## src/rtl/sync_mod_cntr.sv

```systemverilog
// Synchronous modulo-MODULUS up/down counter with load, terminal count and wrap pulse; build option SYNC_MOD_CNTR_SATURATE_EN.
// Latency: q/wrap update one clk edge after en/load are sampled; tc is combinational from q, en, up and load.
// Backpressure: none; every enabled edge counts, and a cascade stage is gated through its en input (driven by tc).
module sync_mod_cntr #(
    parameter int unsigned     WIDTH   = 4,
    parameter longint unsigned MODULUS = 16
) (
    input  logic             clk,
    input  logic             clear,
    input  logic             en,
    input  logic             up,
    input  logic             load,
    input  logic [WIDTH-1:0] d,
    output logic [WIDTH-1:0] q,
    output logic             tc,
    output logic             wrap
);

    // MODULUS-1 always fits in WIDTH bits, even when MODULUS = 2^WIDTH.
    localparam logic [WIDTH-1:0] MAX_VAL = WIDTH'(MODULUS - 64'd1);
    localparam logic [WIDTH-1:0] ONE     = WIDTH'(1);

    logic [WIDTH-1:0] q_nxt;
    logic             wrap_nxt;
    logic             at_max;
    logic             at_zero;

    assign at_max  = (q == MAX_VAL);
    assign at_zero = (q == '0);
    assign tc      = en & ~load & (up ? at_max : at_zero);

    always_comb begin
        q_nxt    = q;
        wrap_nxt = 1'b0;
        if (load) begin
            q_nxt = (d > MAX_VAL) ? MAX_VAL : d;
        end else if (en) begin
            if (up) begin
                if (at_max) begin
`ifdef SYNC_MOD_CNTR_SATURATE_EN
                    q_nxt    = MAX_VAL;
`else
                    q_nxt    = '0;
                    wrap_nxt = 1'b1;
`endif
                end else begin
                    q_nxt = q + ONE;
                end
            end else begin
                if (at_zero) begin
`ifdef SYNC_MOD_CNTR_SATURATE_EN
                    q_nxt    = '0;
`else
                    q_nxt    = MAX_VAL;
                    wrap_nxt = 1'b1;
`endif
                end else begin
                    q_nxt = q - ONE;
                end
            end
        end
    end

    always_ff @(posedge clk or posedge clear) begin
        if (clear) begin
            q    <= '0;
            wrap <= 1'b0;
        end else begin
            q    <= q_nxt;
            wrap <= wrap_nxt;
        end
    end

endmodule

```

## config.mk

```make
export PLATFORM = sky130hd
export DESIGN_NAME = sync_mod_cntr
export DESIGN_NICKNAME = d
export VERILOG_FILES = /design/src/rtl/sync_mod_cntr.sv
export SDC_FILE = /design/constraint.sdc
export NUM_CORES = 1
export LEC_CHECK = 0
export ABC_AREA = 1
export CORE_AREA = 3 3 40 42
export CTS_BUF_LIST = sky130_fd_sc_hd__clkbuf_8
export DETAILED_ROUTE_END_ITERATION = 10
export DIE_AREA = 0 0 43 45
export PLACE_DENSITY_LB_ADDON = 0.08
export SLEW_MARGIN = 10
export SYNTH_ARGS = -nofsm -noshare
export SYNTH_HDL_FRONTEND = slang
export SYNTH_SLANG_ARGS = --single-unit
```

## constraint.sdc

```tcl
create_clock -name clk -period 1.25 [get_ports clk]
set_clock_uncertainty 0.15 [all_clocks]
set_input_delay 0.125 -clock clk [delete_from_list [all_inputs] [get_ports clk]]
set_output_delay 0.125 -clock clk [all_outputs]
set_load 0.02 [all_outputs]
```

==> impl_results.md <==
* Status: complete, but fails checks
* Failing checks: negative setup slack
* Synth Cell Area at 359 µm²
* Yosys cell types at 15
* Number of CTS-inserted buffers at 3
* Critical Path Fanout Max at 3
* RePlAce Congestion at 0.716
* Synth top area cells: dfrtp_1, nand2_1, inv_1, ha_1, xor2_1
* Grt ovf at 0
* R2r startpoint: q[0]
* Sequential area share after synthesis at 34.8%
* Ports at 15
* Path category of the worst min-delay check: in2reg
* Final Net Count at 97
* Vias in the first global route at 458
* #FFs+latches synth at 5
* Post-layout instance count excluding filler cells at 100
* Row cnt at 13
* All-Layer GR Usage at 14.2%
* Detail Route Antenna Nets at 0
* Placed cell count at 95
* DP Wirelength at 878 µm
* H-Tree Level Count at 1
* Rel. slew slack at 82.8%
* Crit share post-route at 122%
* Area of the core at 0.00128 mm²
* Reg clk slew, reported paths at 0.04 ns
* Crit. End Element: output port
* Layout cells sized above 1 at 41.2%
* Cell leakage power at 0.367 nW
* Largest net degree at the start of global routing at 7
* Area delta synth->final at 102%
* Max Cap Violations at 0
* VDD IR max at 0.490 mV
* Fmax at 658 MHz
* Fin worst setup slack at -0.269 ns
* Routed WL at 1.09 mm
* Post-synth top cells: nand2_1, inv_1, dfrtp_1
* Main flop type after synthesis: dfrtp_1
* Startpoint types: flop
* Mapped Cells at 52
* WP data arrival at 1.24 ns
* Worst-margin pin slew at 0.257 ns
* CTS sink cnt at 5
* Endpoints failing hold at 0
* Worst hold margin at 0.328 ns
* RSZ-0062 raised after global routing: true
* Critical Path RT at 0.98 ns
* Ys async rst share at 100%
* CTS Buffer Depth at 2
* PwrDens at 1150 mW/mm²
* First-pass GRT wire length at 1.97 mm
* Crit path from: q[0]
* Post-synth net total at 63
* DR vias/cell at 4.75
* Pwr Total at 0.000833 W
* Cell area after layout at 724 µm²
* Initial antenna violation count at 0
* CTS tree: yes
* Setup violators final at 3
* PortBufs at 14
* Syn. warnings at 0
* Final Util at 56.4%
* Residual DRC at 0
* Avg Inst Size Synth at 6.91 µm²
* Clock Latency Late Sink at 0.22 ns
* Die width at 43 µm
* DR vias at 475
* Min-delay src: d[1]
* First-pass DRT Iterations at 4
* Initial Utilization at 27.9%
* Top-area cell type share of the netlist area at 34.8%
* Post-synth EDFFs at 0
* Average wire per standard cell at 10.9 µm
* Largest area contributor in the netlist: dfrtp_1
* Most instantiated library cell after synthesis: nand2_1
* Die area at 0.00194 mm²
* Min cycle time layout at 1.52 ns
* N_diodes at 0
* Clock root buffer: clkbuf_8
* Die Height at 45 µm
* Area post-placement at 667 µm²
* Max-slew violations at 0
* Iter 0 DRT Violations at 14
* Worst Path Class, Setup: reg2out
metrics by stage:
| stage | setup TNS [ns] | setup WS (ns) |
|---|---|---|
| 3_5_place_dp | -1.87 | -0.616 |
| 4_1_cts | -0.606 | -0.255 |
| 6_report | -0.534 | -0.269 |
| 5_1_grt | -0.810 | -0.327 |
| 2_1_floorplan | -0.331 | -0.0777 |
| 3_3_place_gp | -1.86 | -0.606 |
logic make-up after synthesis:
logic type      count (synthesis)  synth area share (%)
simple gates                   26                  29.3
buf+inv                         9                  9.41
compound gates                  8                  14.6
flops                           5                  34.8
xor+xnor                        2                  4.88
fa+ha+maj                       2                  6.97
where the power goes:
part           internal, W  switching [W]  leakage, nW  total, W
Combinational     0.000173       0.000158        0.280  0.000331
Sequential        0.000182      0.0000191       0.0600  0.000201
Clock             0.000211      0.0000895       0.0269  0.000301
flip-flops by register name (all words and copies together) (netlist names):
signal  cells
wrap        1
q           4
cell usage in the layout, fill, tap and decap left out, drive strengths merged:
| cell | instances |
|---|---|
| nand2 | 19 |
| buf | 19 |
| inv | 10 |
| clkdlybuf4s50 | 8 |
| dfrtp | 5 |
| clkbuf | 3 |
| o21ai | 2 |
| nor2 | 2 |
| nand3 | 2 |
| a22oi | 2 |
| xor2 | 2 |
| o211ai | 2 |
| ha | 2 |
| nor3 | 2 |
| o21bai | 1 |
| nand4 | 1 |
| a21oi | 1 |
| dlygate4sd3 | 1 |
| dlygate4sd2 | 1 |
path summary, 6_finish.rpt:
check	slack (ns)	to	depth (start not counted)
min in group asynchronous	0.52	wrap	3
worst max register to register	-0.14	q[2]	7
max in group asynchronous	0.23	q[0]	3
worst min-delay path	0.33	q[1]	3
worst min register to register	0.49	q[2]	3
worst max-delay path	-0.27	tc	5
routing by layer:
layer	global-route usage, %	wire (µm)	share of wire [%]	vias up
met1	17.1	447	41	218
li1	-	-	-	236
met2	22.8	559	51	17
met5	0	0	0	-
met4	10.8	30	2.7	0
met3	2.39	53	4.9	4
critical path: stages (launching register included):
cell and delay [ns]:
dfrtp_2 0.40, inv_2 0.06, ha_4 0.16, a21oi_2 0.22, nor3_4 0.05, buf_6 0.13
final cells by class:
type	instances	area, µm²
Fill cell	126	561
Sequential cell	5	128
Timing Repair Buffer	29	244
Tap cell	15	18.8
Multi-Input combinational cell	38	255
Clock inverter	1	3.75
Inverter	9	33.8
Clock buffer	3	41.3
what timing repair did:
item | in CTS | in global routing
setup buffers | 1 | 0
pin swaps | 1 | 2
hold buffers | 1 | 0
resized for setup | 25 | 5
hold endpoints to repair | 5 | 0
endpoints found under the setup margin | 10 | 7
No activity file was read; power rests on OpenSTA's default activity.
